$ cat config.mk
export PLATFORM = sky130hd
export DESIGN_NAME = player_input_sequencer
export DESIGN_NICKNAME = d
export VERILOG_FILES = /design/src/rtl/bomberman_input_pkg.sv /design/src/rtl/player_input_channel.sv /design/src/rtl/player_input_sequencer.sv
export SDC_FILE = /design/constraint.sdc
export NUM_CORES = 1
export LEC_CHECK = 0
export ABC_CLOCK_PERIOD_IN_PS = 4510
export CAP_MARGIN = 25
export CORE_MARGIN = 8
export CORE_UTILIZATION = 45
export CTS_CLUSTER_SIZE = 10
export DETAILED_ROUTE_END_ITERATION = 12
export PLACE_DENSITY = 0.67
export SLEW_MARGIN = 40
export SYNTH_ARGS = -nofsm -noshare
export SYNTH_HDL_FRONTEND = slang
export SYNTH_HIERARCHICAL = 1
export SYNTH_SLANG_ARGS = --single-unit
$ cat constraint.sdc
create_clock -name clock -period 4.51 [get_ports clock]
set_input_delay 0.6765 -clock clock [delete_from_list [all_inputs] [get_ports clock]]
set_output_delay 0.6765 -clock clock [all_outputs]
set_load 0.05 [all_outputs]
$ cat src/rtl/bomberman_input_pkg.sv
// Shared types and helpers for the per-player input sequencer.
package bomberman_input_pkg;

    localparam int unsigned DIR_W = 4;

    typedef enum logic [1:0] {
        DIR_UP    = 2'd0,
        DIR_DOWN  = 2'd1,
        DIR_LEFT  = 2'd2,
        DIR_RIGHT = 2'd3
    } dir_t;

    typedef enum logic [1:0] {
        IDLE   = 2'd0,
        FIRST  = 2'd1,
        REPEAT = 2'd2
    } chan_state_t;

    // Fixed priority pick over {right, left, down, up}; up wins.
    function automatic dir_t pick_dir(input logic [DIR_W-1:0] keys);
        dir_t d;
        d = DIR_RIGHT;
        if (keys[0])      d = DIR_UP;
        else if (keys[1]) d = DIR_DOWN;
        else if (keys[2]) d = DIR_LEFT;
        return d;
    endfunction

    function automatic int unsigned cnt_width(input int unsigned a,
                                              input int unsigned b,
                                              input int unsigned c);
        int unsigned m;
        m = a;
        if (b > m) m = b;
        if (c > m) m = c;
        return $clog2(m + 1);
    endfunction

endpackage

$ cat src/rtl/player_input_channel.sv
// One player's direction FSM with initial-delay/auto-repeat, bomb cooldown and key edge registers.
module player_input_channel
    import bomberman_input_pkg::*;
#(
    parameter int unsigned INITIAL_DELAY = 8,
    parameter int unsigned MOVE_PERIOD   = 4,
    parameter int unsigned BOMB_COOLDOWN = 30
) (
    input  logic             clock,
    input  logic             reset,
    input  logic             frame_tick,
    input  logic             enable,
    input  logic [DIR_W-1:0] key_dir,
    input  logic             key_bomb,
    output logic             xmov,
    output logic             xdir,
    output logic             ymov,
    output logic             ydir,
    output logic             move_stb,
    output logic             bomb_stb
);

    localparam int unsigned CW = cnt_width(INITIAL_DELAY, MOVE_PERIOD, BOMB_COOLDOWN);
    localparam logic [CW-1:0] LOAD_FIRST  = CW'(INITIAL_DELAY);
    localparam logic [CW-1:0] LOAD_REPEAT = CW'(MOVE_PERIOD);
    localparam logic [CW-1:0] LOAD_COOL   = CW'(BOMB_COOLDOWN);

    chan_state_t      state_q, state_d;
    dir_t             dir_q, dir_d;
    logic [CW-1:0]    cnt_q, cnt_d;
    logic [CW-1:0]    cool_q, cool_d;
    logic [DIR_W-1:0] key_q, key_d;
    logic             bomb_key_q, bomb_key_d;
    logic             en_q, en_d;
    logic             xmov_q, xmov_d, xdir_q, xdir_d;
    logic             ymov_q, ymov_d, ydir_q, ydir_d;
    logic             move_stb_q, move_stb_d;
    logic             bomb_stb_q, bomb_stb_d;

    logic [DIR_W-1:0] key_rise;
    logic             new_valid;
    dir_t             new_dir;

    // Next-state: new direction beats expiry; full release idles silently.
    always_comb begin
        state_d    = state_q;
        dir_d      = dir_q;
        cnt_d      = cnt_q;
        cool_d     = cool_q;
        move_stb_d = 1'b0;
        bomb_stb_d = 1'b0;
        key_d      = key_dir;
        bomb_key_d = key_bomb;
        en_d       = enable;
        new_valid  = 1'b0;
        new_dir    = dir_q;
        xmov_d     = 1'b0;
        xdir_d     = 1'b0;
        ymov_d     = 1'b0;
        ydir_d     = 1'b0;
        key_rise   = key_dir & ~key_q;

        if (enable) begin
            if (!en_q && (|key_dir)) begin
                new_valid = 1'b1;
                new_dir   = pick_dir(key_dir);
            end else if (|key_rise) begin
                new_valid = 1'b1;
                new_dir   = pick_dir(key_rise);
            end else if ((state_q != IDLE) && !key_dir[dir_q] && (|key_dir)) begin
                new_valid = 1'b1;
                new_dir   = pick_dir(key_dir);
            end
        end

        if (!enable || (key_dir == '0)) begin
            state_d = IDLE;
        end else if (new_valid) begin
            state_d    = FIRST;
            dir_d      = new_dir;
            cnt_d      = LOAD_FIRST;
            move_stb_d = 1'b1;
        end else if ((state_q != IDLE) && frame_tick) begin
            if (cnt_q <= CW'(1)) begin
                state_d    = REPEAT;
                cnt_d      = LOAD_REPEAT;
                move_stb_d = 1'b1;
            end else begin
                cnt_d = cnt_q - CW'(1);
            end
        end

        if (enable && key_bomb && !bomb_key_q && (cool_q == '0)) begin
            bomb_stb_d = 1'b1;
            cool_d     = LOAD_COOL;
        end else if (frame_tick && (cool_q != '0)) begin
            cool_d = cool_q - CW'(1);
        end

        if (state_d != IDLE) begin
            case (dir_d)
                DIR_UP:    ymov_d = 1'b1;
                DIR_DOWN:  begin ymov_d = 1'b1; ydir_d = 1'b1; end
                DIR_LEFT:  xmov_d = 1'b1;
                DIR_RIGHT: begin xmov_d = 1'b1; xdir_d = 1'b1; end
                default:   ;
            endcase
        end
    end

    always_ff @(posedge clock) begin
        if (reset) begin
            state_q    <= IDLE;
            dir_q      <= DIR_UP;
            cnt_q      <= '0;
            cool_q     <= '0;
            key_q      <= '0;
            bomb_key_q <= 1'b0;
            en_q       <= 1'b0;
            xmov_q     <= 1'b0;
            xdir_q     <= 1'b0;
            ymov_q     <= 1'b0;
            ydir_q     <= 1'b0;
            move_stb_q <= 1'b0;
            bomb_stb_q <= 1'b0;
        end else begin
            state_q    <= state_d;
            dir_q      <= dir_d;
            cnt_q      <= cnt_d;
            cool_q     <= cool_d;
            key_q      <= key_d;
            bomb_key_q <= bomb_key_d;
            en_q       <= en_d;
            xmov_q     <= xmov_d;
            xdir_q     <= xdir_d;
            ymov_q     <= ymov_d;
            ydir_q     <= ydir_d;
            move_stb_q <= move_stb_d;
            bomb_stb_q <= bomb_stb_d;
        end
    end

    assign xmov     = xmov_q;
    assign xdir     = xdir_q;
    assign ymov     = ymov_q;
    assign ydir     = ydir_q;
    assign move_stb = move_stb_q;
    assign bomb_stb = bomb_stb_q;

endmodule

$ cat src/rtl/player_input_sequencer.sv
// Per-player input sequencer: one channel per player plus the shared start-key edge strobe.
module player_input_sequencer
    import bomberman_input_pkg::*;
#(
    parameter int unsigned NUM_PLAYERS   = 2,
    parameter int unsigned INITIAL_DELAY = 8,
    parameter int unsigned MOVE_PERIOD   = 4,
    parameter int unsigned BOMB_COOLDOWN = 30
) (
    input  logic                   clock,
    input  logic                   reset,
    input  logic                   frame_tick,
    input  logic                   enable,
    input  logic [NUM_PLAYERS-1:0] key_up,
    input  logic [NUM_PLAYERS-1:0] key_down,
    input  logic [NUM_PLAYERS-1:0] key_left,
    input  logic [NUM_PLAYERS-1:0] key_right,
    input  logic [NUM_PLAYERS-1:0] key_bomb,
    input  logic                   key_start,
    output logic [NUM_PLAYERS-1:0] xmov,
    output logic [NUM_PLAYERS-1:0] xdir,
    output logic [NUM_PLAYERS-1:0] ymov,
    output logic [NUM_PLAYERS-1:0] ydir,
    output logic [NUM_PLAYERS-1:0] move_stb,
    output logic [NUM_PLAYERS-1:0] bomb_stb,
    output logic                   start_stb
);

    for (genvar p = 0; p < NUM_PLAYERS; p++) begin : g_chan
        logic [DIR_W-1:0] key_dir;
        assign key_dir = {key_right[p], key_left[p], key_down[p], key_up[p]};

        player_input_channel #(
            .INITIAL_DELAY (INITIAL_DELAY),
            .MOVE_PERIOD   (MOVE_PERIOD),
            .BOMB_COOLDOWN (BOMB_COOLDOWN)
        ) u_chan (
            .clock      (clock),
            .reset      (reset),
            .frame_tick (frame_tick),
            .enable     (enable),
            .key_dir    (key_dir),
            .key_bomb   (key_bomb[p]),
            .xmov       (xmov[p]),
            .xdir       (xdir[p]),
            .ymov       (ymov[p]),
            .ydir       (ydir[p]),
            .move_stb   (move_stb[p]),
            .bomb_stb   (bomb_stb[p])
        );
    end

    // Start is deliberately not gated by enable.
    logic start_key_q, start_key_d;
    logic start_stb_q, start_stb_d;

    always_comb begin
        start_key_d = key_start;
        start_stb_d = key_start & ~start_key_q;
    end

    always_ff @(posedge clock) begin
        if (reset) begin
            start_key_q <= 1'b0;
            start_stb_q <= 1'b0;
        end else begin
            start_key_q <= start_key_d;
            start_stb_q <= start_stb_d;
        end
    end

    assign start_stb = start_stb_q;

endmodule
Word level (Yosys, flattened, before mapping)
Index checks and enable logic that the tools add are counted.
- $add $sub $neg: 4
- equality and inequality tests: 6
- multiplexer cells: 70
- reduce and logical (&&, ||, !) cells: 56
- order comparisons: 4
- bitwise operators: 10
- operators by type and width (kind ; count):
    $mux 2 ; 28
    $mux 5 ; 10
    $mux 1 ; 30
    $reduce_or 2->1 ; 10
    $sub 5x1->5 const B ; 4
    $logic_and 1x1->1 ; 16
    $reduce_bool 2->1 ; 8
    $reduce_or 4->1 ; 4
    $le 5x1->1 const B ; 2
    $logic_not 5->1 ; 2
    $reduce_bool 5->1 ; 2
    $and 4x4->4 ; 2
    $eq 2x2->1 const B ; 4
    $logic_not 4->1 ; 2
    $not 4->4 ; 2
    $logic_not 1->1 ; 6
    $lt 2x3->1 const B ; 2
    $not 1->1 ; 5
    $bmux 1 s2 ; 2
    $eq 2x1->1 const B ; 2
    $logic_not 2->1 ; 2
    $reduce_and 2->1 ; 2
    $logic_or 1x1->1 ; 2
    $and 1x1->1 ; 1
- output and inout bits: 13
- flip-flop bits (word level): 53
- input port bits: 15
- logic and storage cells: 179

Depth between registers and ports, before layout
- depth after elaboration: 14
- depth in mapped cells: 7
- depth with buffers taken out: 7

Hierarchy
The synthesis kept the hierarchy.
- by module, submodules not included (module ; area each (µm²) ; sequential area each (µm²) ; cells each ; instances):
    player_input_channel at g_chan[0].u_chan ; 1268.7 ; 520.5 ; 138 ; 1
    player_input_channel at g_chan[1].u_chan ; 1256.2 ; 520.5 ; 138 ; 1
    player_input_sequencer ; 58.8 ; 40.0 ; 4 ; 1

Least setup slack after synthesis
No wires, ideal clock.
- path kind: input to register
- from: input key_up[1]
- to: register g_chan[1].u_chan.ydir_q
- buffers on the path: 1
- cell stages on the path: 7
- required time: 4395 ps
- setup slack: 2325 ps
- setup time: 115 ps
- arrival: 2070 ps
- cells stage by stage: clkbuf_2 > or4_4 > o211ai_2 > a21oi_4 > o21a_4 > mux2i_4 > nor3b_2
- longest elaborated chain between the ends: 14
- elaborated cells on any way between the ends: 30
- those cells by class: eq/ne: 1; mux: 17; bitwise: 2; reduce/logical: 10
- ends and longest elaborated chain (what ; line ; text):
    start, declared ; player_input_sequencer.sv:14 ; input logic [NUM_PLAYERS-1:0] key_up,
    $bmux 1 s2 ; player_input_channel.sv:70 ; end else if ((state_q != IDLE) && !key_dir[dir_q] && (|key_dir)) begin
    $mux 1 (not written as such) ; player_input_channel.sv:70 ;
    $logic_not 1->1 ; player_input_channel.sv:70 ;
    $logic_and 1x1->1 (2 in a row) ; player_input_channel.sv:70 ;
    $mux 1 ; player_input_channel.sv:70 ;
    $mux 1 ; player_input_channel.sv:67 ; end else if (|key_rise) begin
    $mux 1 ; player_input_channel.sv:64 ; if (!en_q && (|key_dir)) begin
    $mux 1 ; player_input_channel.sv:63 ; if (enable) begin
    $mux 2 ; player_input_channel.sv:78 ; end else if (new_valid) begin
    $mux 2 ; player_input_channel.sv:76 ; if (!enable || (key_dir == '0)) begin
    $reduce_bool 2->1 ; player_input_channel.sv:100 ; if (state_d != IDLE) begin
    $not 1->1 (no line) ; -- ;
    $reduce_or 2->1 (no line) ; -- ;
    end signal, assigned ; player_input_channel.sv:137 ; ydir_q <= ydir_d;
    end, declared ; player_input_channel.sv:36 ; logic ymov_q, ymov_d, ydir_q, ydir_d;
Parallel ways exist; a longest one is shown, timed or not. The select of a mux whose other input is x is not followed.
A chain may end at the register's enable or synchronous reset.

Worst setup path in the final report
- from: input key_down[1]
- to: register g_chan[1].u_chan.xdir_q
- longest elaborated chain between the ends: 14
- elaborated cells on any way between the ends: 32
- those cells by class: eq/ne: 1; mux: 19; bitwise: 2; reduce/logical: 10
- ends and longest elaborated chain (what ; line ; text):
    start, declared ; player_input_sequencer.sv:15 ; input logic [NUM_PLAYERS-1:0] key_down,
    $bmux 1 s2 ; player_input_channel.sv:70 ;
    $mux 1 (not written as such) ; player_input_channel.sv:70 ;
    $logic_not 1->1 ; player_input_channel.sv:70 ;
    $logic_and 1x1->1 (2 in a row) ; player_input_channel.sv:70 ;
    $mux 1 ; player_input_channel.sv:70 ;
    $mux 1 ; player_input_channel.sv:67 ;
    $mux 1 ; player_input_channel.sv:64 ;
    $mux 1 ; player_input_channel.sv:63 ;
    $mux 2 ; player_input_channel.sv:78 ;
    $mux 2 ; player_input_channel.sv:76 ;
    $reduce_bool 2->1 ; player_input_channel.sv:100 ;
    $not 1->1 (no line) ; -- ;
    $reduce_or 2->1 (no line) ; -- ;
    end signal, assigned ; player_input_channel.sv:135 ; xdir_q <= xdir_d;
    end, declared ; player_input_channel.sv:35 ; logic xmov_q, xmov_d, xdir_q, xdir_d;
Parallel ways exist; a longest one is shown, timed or not. The select of a mux whose other input is x is not followed.

==> flow_summary_export.csv <==
group,metric,value,unit
die,ios,28,
worst_setup_path,crit_arrival,2.71,ns
sta,clock_skew,0.00379,ns
clocking,h-tree-depth,2,
route,viasPerCell,5.33,
logic_synthesis,syn-instance-count,280,
worst_setup_path,path_buf_inv,1,
power_and_ir_drop,combPwrFrac,26.8,%
sta,setup_slack,2.03,ns
worst_setup_path,cp.required,4.74,ns
sta,clock.fmax,0.403,GHz
logic_synthesis,synth_cell_types,44,
route,wl,4990,µm
worst_setup_path,slowest_stage,"clkdlybuf4s50_1",
route,first_pass_iters,4,
worst_setup_path,worstRegToRegCells,6,
logic_synthesis,syn-num-nets,301,
clocking,postCtsSetupBuffers,0,
die,die_y,91.8,µm
logic_synthesis,synth_area_per_cell,9.23,µm²
cells_and_area,final_core_util,54.4,%
worst_setup_path,rr_startpoint,"g_chan[1].u_chan/key_q[3]",
sta,final-hold-violation-count,0,
worst_setup_path,crit_chain,"clkdlybuf4s50_1 -> nor2b_1 -> a2111oi_4 -> o21ai_1 -> o21a_4 -> o221a_4 -> nor3_2",
worst_setup_path,worst_setup_path_start_kind,"primary input",
power_and_ir_drop,p_per_area,368,nW/µm²
cells_and_area,n_fill_cell,521,
power_and_ir_drop,switchingPower,0.000346,W
die,coreArea,5540,µm²
power_and_ir_drop,p_sw_share,31.2,%
power_and_ir_drop,power_frac_clock,22.9,%
sta,rsz0062_at_grt,"false",
logic_synthesis,synth_top_area_cell,"dfxtp_1",
logic_synthesis,yosysWarningCount,6,
logic_synthesis,synth_ff_type,"dfxtp_1",
die,fp.dieW,91.8,µm
sta,slew_viol_final,0,
clocking,cts_hold_buf,0,
cells_and_area,nets,332,
worst_hold_path,hold-path-cell-count,1,
worst_hold_path,hp-class,"flop to flop",
grt,first_global_vias,1924,
route,ant_nets,0,
cells_and_area,n_antenna_cell,0,
grt,grt_pass1_wl,8400,µm
logic_synthesis,synth_edf_count,0,
logic_synthesis,yosysSeqAreaShare,41.8,%
logic_synthesis,async_flop_share,0,%
clocking,cts_tree,"done",
placement,gp_congestion,0.817,
clocking,cts_root_buf,"clkbuf_8",
clocking,clock_path_buffers,2,
logic_synthesis,netlist_area,2580,µm²
worst_setup_path,path_max_fanout,8,
worst_setup_path,worstReg2RegEnd,"g_chan[1].u_chan/xdir",
power_and_ir_drop,p_leak,1.07,nW
sta,period_share,55.0,%
worst_setup_path,path_class,"primary input to flop",
clocking,cts_buffers,5,
grt,grt-ovfl-total,0,
die,initial_core_util,46.6,%
logic_synthesis,synth_area_leaders,"dfxtp_1, nor2_1, nor2b_1, a21oi_1, mux2i_1",
grt,antenna_found_initial,0,
placement,port_buffers,27,
route,wl_per_cell,13.0,µm
grt,grt_max_degree,22,
clocking,cts_sinks,54,
worst_setup_path,crit_family,"compound AO/OA/AOI/OAI gates",
power_and_ir_drop,power.internal,0.000765,W
worst_setup_path,regToRegSetupSlack,2.72,ns
placement,hpwlAfterDp,3710,µm
route,num_vias,2043,
power_and_ir_drop,p_seq_share,50.3,%
sta,holdWs,0.430,ns
worst_setup_path,slowest_delay,0.53,ns
cells_and_area,area_growth,16.7,%
clocking,clock_latency,0.30,ns
route,remaining_drc_errors,0,
placement,dp_slack,1.72,ns
logic_synthesis,synth_top_area_share,41.8,%
worst_hold_path,hp-start,"start_key_q",
sta,setup-violations-final,0,
die,die_area,8420,µm²
run,cap_violations,0,
worst_hold_path,holdPathEnd,"start_stb",
route,drtIter0Drc,91,
cells_and_area,drive_above_1_share,12.2,%
sta,finalSetupTns,0,ns
outcome,status,"completed",
clocking,cts.clk_slew.worst_paths,0.09,ns
clocking,cts_resized,0,
sta,tightest_slew,0.630,ns
power_and_ir_drop,vdd_ir_drop_max,0.227,mV
logic_synthesis,ys_ff_latch,54,
grt,grt_usage,12.2,%
sta,maxSlewHeadroom,57.7,%
worst_setup_path,cp-end-kind,"flop",
die,rows,27,
sta,layout_min_cycle_time,2.48,ns
==> registers in the layout (all words and copies together) (netlist names), 4 cells and up <==
signal	count
g_chan.u_chan/cnt_q	10
g_chan.u_chan/cool_q	10
g_chan.u_chan/key_q	8
g_chan.u_chan/dir_q	4
g_chan.u_chan/state_q	4
==> power groups by stage <==
stage,Sequential [W],Clock (W),Combinational (W)
6_report,0.000559,0.000254,0.000298
5_1_grt,0.000567,0.000284,0.000331
4_1_cts,0.000559,0.000266,0.000301
3_5_place_dp,0.000570,0,0.000299
3_3_place_gp,0.000568,0,0.000291
2_1_floorplan,0.000585,0,0.000207
==> worst reg2reg max path, cell delays in order (launching register included) <==
cell and delay, ns:
dfxtp_1 0.34, inv_1 0.06, a2111oi_4 0.43, o21ai_1 0.22
o21a_4 0.26, o221a_4 0.26, nor3_2 0.16
==> Yosys cell counts (3+ instances only) <==
master	instances
dfxtp_1	54
nor2_1	35
a21oi_1	22
inv_1	20
nor2b_1	20
nand2_1	16
nor4_1	10
mux2i_1	8
nor3_1	8
ha_1	6
nand2b_1	6
nand3_1	5
o21ai_0	5
o31ai_1	5
a31oi_1	4
mux2_2	4
nor3b_2	3
o21a_1	3
==> worst max-delay path by stage <==
stage,end,slack (ns),startpoint,cells after the start
after global routing,g_chan[1].u_chan/cnt_q[4],1.84,enable,5
after floorplan,g_chan[1].u_chan/ydir,2.32,key_up[1],7
after detailed placement,g_chan[1].u_chan/cnt_q[4],1.72,enable,5
after global placement,g_chan[1].u_chan/ydir,1.74,key_down[1],7
final,g_chan[1].u_chan/xdir,2.03,key_down[1],7
after CTS,g_chan[1].u_chan/cnt_q[4],2.04,enable,5
==> stage by stage <==
stage | cell area (µm²) | total power [W] | cells
2_1_floorplan | 2580 | 0.000792 | 280
3_3_place_gp | 2930 | 0.000859 | 376
3_5_place_dp | 2940 | 0.000869 | 376
4_1_cts | 3020 | 0.00113 | 383
5_1_grt | 3020 | 0.00118 | 383
6_report | 3020 | 0.00111 | 383
==> cell type report <==
cell class | count | area, µm² | area share (%)
Timing Repair Buffer | 28 | 273 | 9.05
Inverter | 21 | 78.8 | 2.61
Clock buffer | 7 | 76.3 | 2.53
Sequential cell | 54 | 1080 | 35.9
Tap cell | 72 | 90.1 | 2.99
Multi-Input combinational cell | 201 | 1420 | 47.0
==> cells in the final DEF (no fill, tap or decap), types with 5 or more instances in the layout <==
cell type         n
a21oi_1          22
clkbuf_8          5
clkdlybuf4s50_1  26
dfxtp_1          54
ha_1              6
inv_1            20
mux2i_1           8
nand2_1          16
nand2b_1          6
nand3_1           5
nor2_1           35
nor2b_1          20
nor3_1            8
nor4_1            8
o21ai_0           5
o31ai_1           5
==> kinds of logic after synthesis <==
kind of cell / Yosys count / synth area share (%)
flip-flops: 54 / 41.8
adder cells (fa/ha/maj): 6 / 2.91
XOR/XNOR: 4 / 1.36
buffers and inverters: 25 / 3.83
multiplexers: 14 / 6.59
AND/OR/NAND/NOR: 115 / 24.0
AO/OA/AOI/OAI: 62 / 19.5
==> metal layers <==
layer	GRT usage, %	share of wire [%]	vias to the layer above
met3	3.83	4.1	6
met4	5.10	1.5	0
met5	0	0	-
met2	19.4	46	27
met1	14.8	48	955
li1	-	-	1055
Note: power is estimated with default switching activity, not from simulation.
